File: config.mk
export PLATFORM = sky130hd
export DESIGN_NAME = sprite_move_sched
export DESIGN_NICKNAME = d
export VERILOG_FILES = /design/src/rtl/sprite_move_sched.sv
export SDC_FILE = /design/constraint.sdc
export NUM_CORES = 1
export LEC_CHECK = 0
export ABC_AREA = 0
export CAP_MARGIN = 20
export CORE_ASPECT_RATIO = 2
export CORE_UTILIZATION = 32
export CTS_CLUSTER_SIZE = 12
export DETAILED_ROUTE_END_ITERATION = 12
export PLACE_DENSITY = 0.56
export REMOVE_ABC_BUFFERS = 1
export SLEW_MARGIN = 20
export SYNTH_ARGS = -nofsm -noshare
export SYNTH_HDL_FRONTEND = slang
export SYNTH_SLANG_ARGS = --single-unit
export TNS_END_PERCENT = 5
File: constraint.sdc
create_clock -name Clk -period 9.31 [get_ports Clk]
set_input_delay 1.862 -clock Clk [delete_from_list [all_inputs] [get_ports Clk]]
set_output_delay 1.862 -clock Clk [all_outputs]
set_load 0.005 [all_outputs]
File: src/rtl/sprite_move_sched.sv
// Frame-paced sprite mover: decodes a held USB key once per frame,
// steps the sprite with press/auto-repeat timing and clamps to screen.
module sprite_move_sched #(
    parameter int X_CENTER     = 320,
    parameter int Y_CENTER     = 240,
    parameter int X_MIN        = 0,
    parameter int X_MAX        = 639,
    parameter int Y_MIN        = 0,
    parameter int Y_MAX        = 479,
    parameter int SIZE         = 30,
    parameter int STEP         = 5,
    parameter int REPEAT_DELAY = 15,
    parameter int REPEAT_RATE  = 3
) (
    input  logic       Clk,
    input  logic       Reset,
    input  logic       frame_tick,
    input  logic [7:0] keycode,
    output logic [9:0] spriteX,
    output logic [9:0] spriteY,
    output logic [9:0] spriteS,
    output logic       busy,
    output logic       moved,
    output logic       tick_drop
);

    typedef enum logic [1:0] {IDLE, DECODE, STEP_ST, COMMIT} state_t;

    localparam logic signed [10:0] X_LO = 11'(X_MIN + SIZE);
    localparam logic signed [10:0] X_HI = 11'(X_MAX - SIZE);
    localparam logic signed [10:0] Y_LO = 11'(Y_MIN + SIZE);
    localparam logic signed [10:0] Y_HI = 11'(Y_MAX - SIZE);
    localparam logic signed [10:0] STEP_S = 11'(STEP);

    state_t state, state_nxt;

    logic [7:0] prev_key;
    logic [7:0] hold_cnt;
    logic [7:0] cnt_inc;
    logic       rep_phase;
    logic       fire;
    logic       ax_y;
    logic       neg;
    logic [9:0] cand;

    logic       is_dir;
    logic       is_y;
    logic       is_neg;

    logic signed [10:0] cur;
    logic signed [10:0] sum;
    logic signed [10:0] lo;
    logic signed [10:0] hi;
    logic signed [10:0] clamped;

    assign spriteS = 10'(SIZE);
    assign busy    = (state != IDLE);
    assign cnt_inc = hold_cnt + 8'd1;

    always_comb begin
        is_dir = 1'b1;
        is_y   = 1'b0;
        is_neg = 1'b0;
        unique case (keycode)
            8'h04: is_neg = 1'b1;
            8'h07: ;
            8'h16: is_y = 1'b1;
            8'h1A: begin
                is_y   = 1'b1;
                is_neg = 1'b1;
            end
            default: is_dir = 1'b0;
        endcase
    end

    // Signed 11-bit math so a step below zero clamps instead of wrapping.
    always_comb begin
        cur = ax_y ? 11'(spriteY) : 11'(spriteX);
        sum = neg ? cur - STEP_S : cur + STEP_S;
        lo  = ax_y ? Y_LO : X_LO;
        hi  = ax_y ? Y_HI : X_HI;
        if (sum < lo)
            clamped = lo;
        else if (sum > hi)
            clamped = hi;
        else
            clamped = sum;
    end

    always_ff @(posedge Clk) begin
        if (!Reset)
            state <= IDLE;
        else
            state <= state_nxt;
    end

    always_comb begin
        state_nxt = state;
        unique case (state)
            IDLE:    if (frame_tick) state_nxt = DECODE;
            DECODE:  state_nxt = STEP_ST;
            STEP_ST: state_nxt = COMMIT;
            COMMIT:  state_nxt = IDLE;
            default: state_nxt = IDLE;
        endcase
    end

    always_ff @(posedge Clk) begin
        if (!Reset) begin
            spriteX   <= 10'(X_CENTER);
            spriteY   <= 10'(Y_CENTER);
            moved     <= 1'b0;
            tick_drop <= 1'b0;
            prev_key  <= 8'h00;
            hold_cnt  <= 8'd0;
            rep_phase <= 1'b0;
            fire      <= 1'b0;
            ax_y      <= 1'b0;
            neg       <= 1'b0;
            cand      <= 10'd0;
        end else begin
            moved <= 1'b0;
            if (frame_tick && state != IDLE)
                tick_drop <= 1'b1;
            unique case (state)
                DECODE: begin
                    prev_key <= keycode;
                    fire     <= 1'b0;
                    ax_y     <= is_y;
                    neg      <= is_neg;
                    if (!is_dir) begin
                        hold_cnt  <= 8'd0;
                        rep_phase <= 1'b0;
                    end else if (keycode != prev_key) begin
                        fire      <= 1'b1;
                        hold_cnt  <= 8'd0;
                        rep_phase <= 1'b0;
                    end else if (!rep_phase && cnt_inc == 8'(REPEAT_DELAY)) begin
                        fire      <= 1'b1;
                        hold_cnt  <= 8'd0;
                        rep_phase <= 1'b1;
                    end else if (rep_phase && cnt_inc == 8'(REPEAT_RATE)) begin
                        fire     <= 1'b1;
                        hold_cnt <= 8'd0;
                    end else begin
                        hold_cnt <= cnt_inc;
                    end
                end
                STEP_ST: cand <= clamped[9:0];
                COMMIT: begin
                    if (fire) begin
                        if (ax_y) begin
                            spriteY <= cand;
                            moved   <= (cand != spriteY);
                        end else begin
                            spriteX <= cand;
                            moved   <= (cand != spriteX);
                        end
                    end
                end
                default: ;
            endcase
        end
    end

endmodule
* After elaboration in Yosys (flattened, before gate mapping)
Cells that the tools add are included.
Word-level totals: memory bits (read-only) 0, memories kept 0, logic and storage cells 67, memory bits (writable) 0, latch bits 0, bits of input ports 11, bits in registers 54
Cells by class: bitwise logic cells 1, $add $sub $neg 3, magnitude comparators 2, divide/modulo/power cells 0, reductions and logical operators 13, equality and inequality tests 14, shifts and indexed selects 0, $mul 0, multiplexer cells 22
Operators by type and width (count):
- two-way mux 10 bit | 4
- two-way mux 8 bit | 4
- != test 10 bit | 2
- == test 8 x 3 -> 1 bit, second input constant | 2
- == test 8 x 5 -> 1 bit, second input constant | 2
- adder 10 x 3 -> 11 bit, second input constant | 1
- > comparator 11 bit | 1
- less-than comparator 11 x 6 -> 1 bit, second input constant | 1
- two-way mux 1 bit | 11
- two-way mux 11 bit | 1
- subtractor 10 x 3 -> 11 bit, second input constant | 1
- AND reduction 3 bit | 3
- adder 8 x 1 -> 8 bit, second input constant | 1
- == test 8 x 2 -> 1 bit, second input constant | 1
- == test 8 x 4 -> 1 bit, second input constant | 1
- != test 8 bit | 1
- one-hot mux 2 bit (4 select lines) | 1
- == test 2 bit, second input constant | 2
- OR reduction 2 bit | 2
- OR reduction 4 bit | 1
- logical AND 1 bit | 3
- != test 3 x 1 -> 1 bit, second input constant | 1
- == test 2 x 1 -> 1 bit, second input constant | 1
- logical NOT 2 bit | 1
- 6 further kinds | 6

* Logic depth before layout (Yosys ltp)
Gate-level depths: netlist of the first run.
depth in word-level cells 7, mapped depth 19

* Least setup slack after synthesis of the first run
OpenSTA, ideal clock, no wires.
kind flip-flop to flip-flop, from reg ax_y, to reg cand[7], path slack 5.115 ns, arrival time 4.073 ns, setup time 0.122 ns, stages on the path, launching flop included 17, cells stage by stage dfxtp_1 > buf_6 > clkbuf_1 > mux2_2 > ha_1 > o21ai_0 > a31oi_4 > o311a_1 > a311oi_4 > inv_1 > ha_1 > and4_2 > a221oi_2 > and2_1 > buf_4 > nor2_1 > o311a_1
On the way: longest elaborated chain between the ends 6
Ends and longest elaborated chain:
- from (decl) | RTL line 42 | logic ax_y;
- from (signal assigned) | RTL line 129 | ax_y <= is_y;
- two-way mux 10 bit | RTL line 78 | cur = ax_y ? 11'(spriteY) : 11'(spriteX);
- adder 10 x 3 -> 11 bit or subtractor 10 x 3 -> 11 bit (tied branches) | RTL line 79 | sum = neg ? cur - STEP_S : cur + STEP_S;
- two-way mux 11 bit | RTL line 79
- > comparator 11 bit | RTL line 84 | else if (sum > hi)
- two-way mux 10 bit | RTL line 84
- two-way mux 10 bit (*) | RTL line 82 | if (sum < lo)
- to (signal assigned) | RTL line 149 | STEP_ST: cand <= clamped[9:0];
- to (decl) | RTL line 44 | logic [9:0] cand;
Every way passes the cells marked *; elsewhere a longest branch is shown, timed or not. A chain may end at the register's enable or synchronous reset.

* Final worst setup path of the first run
Ends and elaborated chain as after synthesis.

==> results of run 1 <==
[worst max-delay path, stage by stage (launching register included)]
cell and delay (ns):
dfxtp_1 0.80, mux2_2 0.44, ha_1 0.39, a21o_2 0.25
nand2_1 0.14, a31oi_4 0.12, o311a_1 0.33, a311oi_4 0.38
inv_1 0.10, ha_1 0.33, and4_2 0.26, a221oi_2 0.35
and2_1 0.34, nor2_1 0.07, o311a_1 0.30
[routing by layer]
layer  wire length (um)  part of all wire
met1               3170              0.35
met2               5300              0.58
met3                266             0.029
met4                450             0.049
met5                  0                 0
[power breakdown]
part           total (W)  internal (W)  switching (W)
Clock           0.000186      0.000100      0.0000864
Combinational   0.000158     0.0000704      0.0000875
Sequential      0.000280      0.000256      0.0000234
[cells in the mapped netlist, types with 5 or more instances]
cell and n:
dfxtp_1 54, nand2_1 54, nor2_1 39, a21oi_1 35, xor2_1 20, ha_1 19, nand3_1 17, inv_1 15
o21ai_0 15, buf_4 11, clkbuf_1 11, mux2_2 11, nor4_1 9, mux2i_1 8, nor3_1 7, nor2b_1 6
xnor2_1 6, o211a_1 5, o21a_1 5
[metrics by stage]
step	area (um2)	power [W]	instances	util
global placement	3900	0.000444	576	0.370
detailed placement	3900	0.000445	576	0.370
finish	4050	0.000624	584	0.384
CTS	4050	0.000631	584	0.384
floorplan	3390	0.000391	404	-
global route	4050	0.000660	584	0.384
[final timing paths]
check / endpoint / slack [ns] / cells past startpoint
max: cand[7] / 4.59 / 14
min: tick_drop / 0.48 / 2
max reg2reg: cand[7] / 4.59 / 14
min reg2reg: tick_drop / 0.48 / 2
[kinds of logic after synthesis]
kind of cell,Yosys count
xor+xnor,26
compound gates,96
other cells,2
flops,54
simple gates,161
buf+inv,42
fa+ha+maj,20
mux,20
[area by class of cell]
| cell class | instances | area, um2 | share of cell area |
|---|---|---|---|
| tap | 137 | 171 | 0.0424 |
| clock inverter | 2 | 13.8 | 0.00340 |
| clock buffer | 6 | 129 | 0.0319 |
| inverter | 17 | 63.8 | 0.0158 |
| multi-input combinational | 333 | 2240 | 0.554 |
| timing repair buffer | 35 | 345 | 0.0854 |
| sequential | 54 | 1080 | 0.267 |
[sequential cells by signal, indices dropped and copies added (netlist names), 2 cells and up]
register  cells
hold_cnt      8
prev_key      8
spriteX      10
spriteY      10
state         2
cand         10
==> run_results.csv, run 1 <==
group,metric,value,unit
synth,ys_warn_count,0,
clock_tree,clock-sinks,54,
grt,grt_max_degree,37,
clock_tree,clock_path_buffers,2,
clock_tree,htree_levels,2,
cells_and_area,layout_common_cells,"nand2_1 (54), dfxtp_1 (54), nor2_1 (39), a21oi_1 (35), clkdlybuf4s50_1 (33)",
cells_and_area,nNetsFinal,477,
grt,grt_pass1_vias,3034,
timing,rsz0062_at_grt,"false",
synth,synth-simple-area-share,0.225,
timing,fin_setup_tns,0,ns
clock_tree,clkTransAtPathRegs,0.07,ns
synth,synth_xor_area_frac,0.0651,
cells_and_area,num_antenna_cells,0,
detailed_routing,detail-route-antenna-nets,0,
clock_tree,post_cts_resized,0,
timing,clock_skew,0.00479,ns
timing,whs,0.477,ns
status,status,"completed",
clock_tree,cts_buffers,5,
clock_tree,cts_root_buffer,"clkbuf_16",
timing,fin_ws,4.59,ns
clock_tree,ctsHoldBuffers,0,
floorplanning,die_area,11400,um2
grt,grt_overflow,0,
grt,top_usage_layer,"met2",
synth,synth.avg_cell_area,8.31,um2
detailed_routing,drcViolationCount,0,
grt,track_usage,0.167,
grt,grt_pass1_wl,14800,um
grt,grt_util_met1,0.152,
job,cap_violations,0,
timing,max_freq,212,MHz
setup_path,path_class,"flip-flop to flip-flop",
synth,yosys-top-cells-area,"dfxtp_1 (31%), ha_1 (6.8%), nand2_1 (5.8%)",
synth,synth-compound-area-share,0.201,
detailed_routing,wirelength,9190,um
synth,synth_top_family_by_area,"simple AND/OR/NAND/NOR gates",
detailed_routing,routed_via_density,5.25,
min_path,hold_class,"flip-flop to flip-flop",
detailed_routing,wl_per_cell,15.7,um
synth,yosys.cell_types.count,69,
synth,synth_edf_count,0,
clock_tree,post_cts_buffers,0,
pwr,peakVddDrop,0.126,mV
synth,async_flop_share,0,
timing,max_slew_margin,0.432,
setup_path,end_kind,"flip-flop",
detailed_routing,num_vias,3064,
setup_path,arrival,4.90,ns
floorplanning,rows,53,
setup_path,cp-startpoint,"ax_y",
floorplanning,start_util,0.332,
floorplanning,die_w,75.9,um
cells_and_area,drive_gt1_frac,0.0895,
floorplanning,core_area,10500,um2
grt,grt_util_met3,0.0213,
detailed_routing,drt_iter0_markers,144,
setup_path,timing.rr.start,"ax_y",
floorplanning,die_h,150,um
cells_and_area,nFillCells,1087,
pwr,power_leakage,1.64,nW
place,dpl_worst_slack,4.61,ns
synth,syn_inst,421,
synth,yosysTopAreaCell,"dfxtp_1",
grt,grt_antenna_before_repair,0,
timing,setup_viol,0,
setup_path,worstPathMaxFanout,16,
clock_tree,worstSkewPairLatency,0.29,ns
synth,syn_area,3500,um2
place,place.gp.congestion,0.827,
min_path,hold_path_startpoint,"tick_drop",
detailed_routing,firstDrtPassIters,4,
timing,tightestPinTransition,0.850,ns
timing,fin_crit,4.72,ns
grt,grt_util_met2,0.341,
synth,synthFlopType,"dfxtp_1",
synth,synth_fa_ha_area_frac,0.0737,
synth,ys_seq_elements,54,
cells_and_area,area_delta_synth_final,15.6,%
timing,drv_slew,0,
place,dp_hpwl,7180,um
pwr,power_density,154,nW/um2
synth,ys_seq_area_frac,0.309,
timing,fin_crit_sh,0.507,
clock_tree,cts_tree,"built",
timing,finalHoldViolCount,0,
setup_path,cp-start-kind,"flip-flop",
synth,synthMuxAreaShare,0.0647,
setup_path,worstPathRequired,9.50,ns
place,port_buffers,33,
synth,synth_top_area_frac,0.309,
floorplanning,io_pins,44,
(Power assumes the default switching activity.)
==> inputs of run 2 (changes only) <==
PLACE_DENSITY = 0.58   (was 0.56)
clock period = 4.3 ns   (was 9.31 ns; I/O delays follow)
==> run 2 against run 1 <==
Critical path depth increased by 1. Global-route usage up 0.42 points. Wire length up 2.6%. Die area unchanged. Sequential power rose by 120%.
==> run_results.csv, run 2 (synthesis gave the netlist of run 1 again) <==
group,metric,value,unit
floorplanning,die_h,150,um
setup_path,critPathTopFamily,"compound AO/OA/AOI/OAI gates",
timing,clock_skew,0.00354,ns
floorplanning,start_util,0.332,
clock_tree,cts_tree,"built",
setup_path,cp_cell_sequence,"buf_4 -> mux2_2 -> ha_1 -> a21o_2 -> nand2_1 -> a31oi_4 -> o311a_1 -> a311oi_4 -> inv_1 -> ha_1 -> and4_2 -> a221oi_2 -> and2_2 -> nor2_1 -> o311a_1",
setup_path,cp-start-kind,"flip-flop",
timing,finalHoldViolCount,0,
setup_path,rr_worst_depth,15,
timing,drv_slew,0,
clock_tree,clkTransAtPathRegs,0.07,ns
timing,setup_viol,0,
grt,track_usage,0.171,
detailed_routing,drt_iter0_markers,99,
floorplanning,die_w,75.9,um
timing,fin_crit_sh,0.931,
place,dpl_cell_area,3960,um2
floorplanning,die_area,11400,um2
setup_path,ff2ff_setup_slack,0.30,ns
floorplanning,rows,53,
grt,grt_pass1_wl,15200,um
setup_path,slowest_delay,0.43,ns
timing,max_slew_margin,0.317,
cells_and_area,nFillCells,1070,
pwr,power_leakage,1.69,nW
place,port_buffers,33,
cells_and_area,area_delta_synth_final,17.9,%
clock_tree,clock_path_buffers,2,
grt,grt_pass1_vias,3132,
setup_path,cp-endpoint,"cand[7]",
detailed_routing,num_vias,3091,
cells_and_area,layout_common_cells,"nand2_1 (54), dfxtp_1 (54), nor2_1 (39), a21oi_1 (35), clkdlybuf4s50_1 (33)",
clock_tree,htree_levels,2,
setup_path,worstPathMaxFanout,8,
pwr,power_density,342,nW/um2
grt,grt_overflow,0,
clock_tree,post_cts_buffers,0,
clock_tree,worstSkewPairLatency,0.29,ns
clock_tree,cts_buffers,5,
cells_and_area,drive_gt1_frac,0.105,
detailed_routing,routed_via_density,5.22,
detailed_routing,firstDrtPassIters,4,
setup_path,worstPathRequired,4.49,ns
grt,grt_antenna_before_repair,0,
setup_path,cp_slowest_cell,"dfxtp_1",
setup_path,cp_num_cells,15,
setup_path,cp-startpoint,"ax_y",
cells_and_area,design_area,4130,um2
floorplanning,io_pins,44,
grt,grt_max_degree,32,
cells_and_area,num_antenna_cells,0,
setup_path,path_class,"flip-flop to flip-flop",
timing,fin_crit,4.00,ns
clock_tree,clock-sinks,54,
detailed_routing,drcViolationCount,0,
timing,tightestPinTransition,1.02,ns
status,status,"completed",
timing,fin_setup_tns,0,ns
timing,rsz0062_at_grt,"false",
cells_and_area,multiInputGateArea,2240,um2
job,cap_violations,0,
cells_and_area,largestRegisters,"cand (10), spriteX (10), spriteY (10)",
pwr,peakVddDrop,0.311,mV
place,dp_hpwl,7400,um
clock_tree,ctsHoldBuffers,0,
setup_path,arrival,4.19,ns
clock_tree,cts_root_buffer,"clkbuf_16",
place,place.gp.congestion,0.853,
setup_path,crit_buf_inv,2,
setup_path,end_kind,"flip-flop",
timing,max_freq,250,MHz
detailed_routing,detail-route-antenna-nets,0,
setup_path,timing.rr.start,"ax_y",
setup_path,timing.rr.end,"cand[7]",
cells_and_area,regArea,1080,um2
cells_and_area,nNetsFinal,485,
floorplanning,core_area,10500,um2
detailed_routing,wirelength,9420,um
min_path,hold_class,"flip-flop to flip-flop",
detailed_routing,wl_per_cell,15.9,um
run 2: cell types whose count changed in the layout (fill, tap and decap cells not counted), sizes merged:
cell | before | now
bufinv | 0 | 1
clkinv | 3 | 1
buf | 2 | 10
clkbuf | 6 | 7
run 2: worst reg2reg max path, cell delays in order, from the launching register on:
cell,delay [ns]
dfxtp_1,0.43
buf_4,0.18
mux2_2,0.38
ha_1,0.23
a21o_2,0.19
nand2_1,0.15
a31oi_4,0.13
o311a_1,0.34
a311oi_4,0.29
inv_1,0.07
ha_1,0.32
and4_2,0.24
a221oi_2,0.31
and2_2,0.28
nor2_1,0.06
o311a_1,0.29
run 2: repair_timing:
action                                  4_1_cts  5_1_grt
resized for setup                             0        1
hold endpoints to repair                      0        0
endpoints found under the setup margin        0        1
run 2: power breakdown:
group          leakage, nW  internal (W)  total, W  switching, W
registers            0.437      0.000555  0.000607     0.0000520
clock network       0.0781      0.000276  0.000458      0.000182
logic                 1.17      0.000154  0.000345      0.000190
total                 1.69      0.000985   0.00141      0.000425
run 2: area by class of cell:
| cell class | instances | share of cell area |
|---|---|---|
| multi-input cells | 333 | 0.543 |
| flip-flops and latches | 54 | 0.262 |
| repair buffers | 43 | 0.0982 |
| well taps | 137 | 0.0415 |
| clock buffers | 7 | 0.0321 |
| inverters | 17 | 0.0155 |
| clock inverters | 1 | 0.00728 |
run 2: worst min-delay path by stage:
stage            endpoint  slack (ns)  cells past startpoint       start
2_1_floorplan   rep_phase        0.44                      2   rep_phase
3_3_place_gp    tick_drop        0.45                      2   tick_drop
3_5_place_dp   spriteX[3]        0.46                      2  spriteX[3]
4_1_cts        spriteX[3]        0.48                      2  spriteX[3]
5_1_grt         tick_drop        0.50                      2   tick_drop
6_report        tick_drop        0.47                      2   tick_drop
run 2: per-layer routing:
layer / vias up / track usage / routed length, um
met3: 23 / 0.0189 / 191
met1: 1468 / 0.150 / 3250
met4: 0 / 0.111 / 452
met2: 57 / 0.356 / 5530
met5: - / 0 / 0
li1: 1543 / - / -
run 2: metrics by stage:
stage               hold WS [ns]  setup slack [ns]  std cells  power [W]   util
floorplan                  0.439             0.108        404   0.000846      -
global placement           0.453             0.335        584   0.000958  0.376
detailed placement         0.464             0.223        584   0.000962  0.376
CTS                        0.478             0.207        592    0.00142  0.391
global route               0.498            0.0380        592    0.00149  0.391
finish                     0.471             0.298        592    0.00141  0.391
==> inputs of run 3 (changes only) <==
DONT_BUFFER_PORTS = 1   (was unset)
PLACE_DENSITY = 0.52   (was 0.58)
SETUP_SLACK_MARGIN = 0.4   (was unset)
==> run 3 against run 2 <==
Sequential power hardly changed. Non-clock buffer count is 25 lower. Clock power is 3% higher. Critical path type unchanged. Clock skew is 0.0064 ns higher. Wire length is 4.1% higher. Highest routed layer unchanged. Via count is 1.0% lower.
==> run_results.csv, run 3 (synthesis gave the netlist of run 1 again) <==
group,metric,value,unit
status,status,"completed",
floorplanning,die_area,11400,um2
place,dpl_cell_area,3630,um2
clock_tree,cts_root_buffer,"clkbuf_16",
min_path,whs_path_depth,2,
pwr,power_frac_clock,0.340,
grt,track_usage,0.171,
detailed_routing,drt_iter0_markers,116,
timing,fin_crit,3.83,ns
job,cap_violations,0,
pwr,power_leakage,1.62,nW
timing,setup_viol,0,
clock_tree,cts_tree,"built",
detailed_routing,wirelength,9810,um
cells_and_area,design_area,4000,um2
setup_path,path_class,"flip-flop to flip-flop",
pwr,peakVddDrop,0.174,mV
timing,drv_slew,0,
timing,tightestPinTransition,0.952,ns
cells_and_area,regArea,1080,um2
cells_and_area,area_delta_synth_final,14.3,%
cells_and_area,nFillCells,1066,
timing,fin_crit_sh,0.892,
clock_tree,clock-sinks,54,
timing,finalHoldViolCount,0,
cells_and_area,multiInputGateArea,2330,um2
pwr,power.internal,0.000961,W
place,place.gp.congestion,0.849,
floorplanning,rows,53,
pwr,p_sw,0.000421,W
floorplanning,io_pins,44,
timing,whs,0.483,ns
grt,grt_pass1_vias,3006,
grt,grt_overflow,0,
pwr,power_density,345,nW/um2
detailed_routing,detail-route-antenna-nets,0,
cells_and_area,drive_gt1_frac,0.165,
setup_path,ff2ff_setup_slack,0.47,ns
timing,fin_setup_tns,0,ns
setup_path,end_kind,"flip-flop",
floorplanning,die_w,75.9,um
detailed_routing,routed_via_density,5.40,
timing,max_freq,261,MHz
clock_tree,htree_levels,2,
cells_and_area,layout_common_cells,"nand2_1 (53), dfxtp_1 (53), nor2_1 (38), a21oi_1 (35), xor2_1 (20)",
cells_and_area,post-route-util,0.379,
grt,grt_max_degree,26,
setup_path,cp-start-kind,"flip-flop",
timing,rsz0062_at_grt,"true",
pwr,p_sw_frac,0.305,
timing,clock_skew,0.00989,ns
cells_and_area,largestRegisters,"cand (10), spriteX (10), spriteY (10)",
setup_path,worstPathRequired,4.48,ns
floorplanning,start_util,0.332,
floorplanning,die_h,150,um
grt,grt_pass1_wl,15000,um
setup_path,arrival,4.02,ns
pwr,pwr-share-seq,0.441,
floorplanning,core_area,10500,um2
detailed_routing,num_vias,3059,
timing,max_slew_margin,0.363,
setup_path,rr_worst_depth,14,
setup_path,worstPathMaxFanout,8,
place,port_buffers,0,
min_path,hold_class,"flip-flop to flip-flop",
grt,grt_antenna_before_repair,0,
cells_and_area,nNetsFinal,460,
clock_tree,clkTransAtPathRegs,0.08,ns
clock_tree,worstSkewPairLatency,0.30,ns
clock_tree,cts_buffers,5,
pwr,combPwrFrac,0.218,
detailed_routing,firstDrtPassIters,5,
clock_tree,clock_path_buffers,2,
detailed_routing,drcViolationCount,0,
place,dp_hpwl,7460,um
cells_and_area,num_antenna_cells,0,
detailed_routing,wl_per_cell,17.3,um
run 3: changes by cell type in the layout (fill, tap and decap cells not counted), sizes merged:
cell | before | now
clkdlybuf4s50 | 33 | 0
buf | 10 | 17
clkbuf | 7 | 6
clkinv | 1 | 2
inv | 16 | 17
run 3: layout make-up:
cell class,instances,area share
Multi-Input combinational cell,333,0.583
Sequential cell,54,0.271
Timing Repair Buffer,18,0.0444
Tap cell,137,0.0428
Clock buffer,5,0.0313
Inverter,17,0.0159
Clock inverter,3,0.0109
run 3: critical path, cell delays in order, from the launching register on:
cell	delay, ns
dfxtp_4	0.38
buf_12	0.14
mux2_2	0.37
ha_1	0.41
nand4_4	0.17
a31oi_4	0.11
o311a_1	0.40
a311oi_4	0.25
inv_1	0.11
ha_4	0.23
and4_2	0.25
a221oi_4	0.33
and2_4	0.22
nor2_1	0.05
o311a_1	0.29
run 3: layer usage:
layer / global-route usage / wire (um)
met1: 0.145 / 3240
met4: 0.141 / 701
met5: 0 / 0
met2: 0.344 / 5600
met3: 0.0250 / 266
run 3: per-stage QoR:
step / std cells / power, W / worst slack (ns)
final: 567 / 0.00138 / 0.466
after global routing: 567 / 0.00147 / 0.324
after CTS: 559 / 0.00140 / 0.387
after detailed placement: 549 / 0.000924 / 0.240
after global placement: 549 / 0.000921 / 0.336
after floorplan: 404 / 0.000846 / 0.108
run 3: path summary, 6_finish.rpt:
kind,startpoint,end
worst max-delay path,ax_y,cand[7]
worst min-delay path,rep_phase,rep_phase
worst max register to register,ax_y,cand[7]
worst min register to register,rep_phase,rep_phase
run 3: power by group through the flow:
| stage | combinational (W) | clock, W | sequential [W] |
|---|---|---|---|
| after detailed placement | 0.000302 | 0 | 0.000623 |
| after CTS | 0.000305 | 0.000483 | 0.000611 |
| after floorplan | 0.000241 | 0 | 0.000605 |
| final | 0.000302 | 0.000470 | 0.000610 |
| after global routing | 0.000341 | 0.000507 | 0.000618 |
| after global placement | 0.000300 | 0 | 0.000621 |
run 3: repair_timing:
item	4_1_cts	5_1_grt
buffers inserted	2	7
pin swaps	0	5
gates resized for setup	5	15
hold buffers	0	0
cloned	0	1
endpoints found under the setup margin	8	10
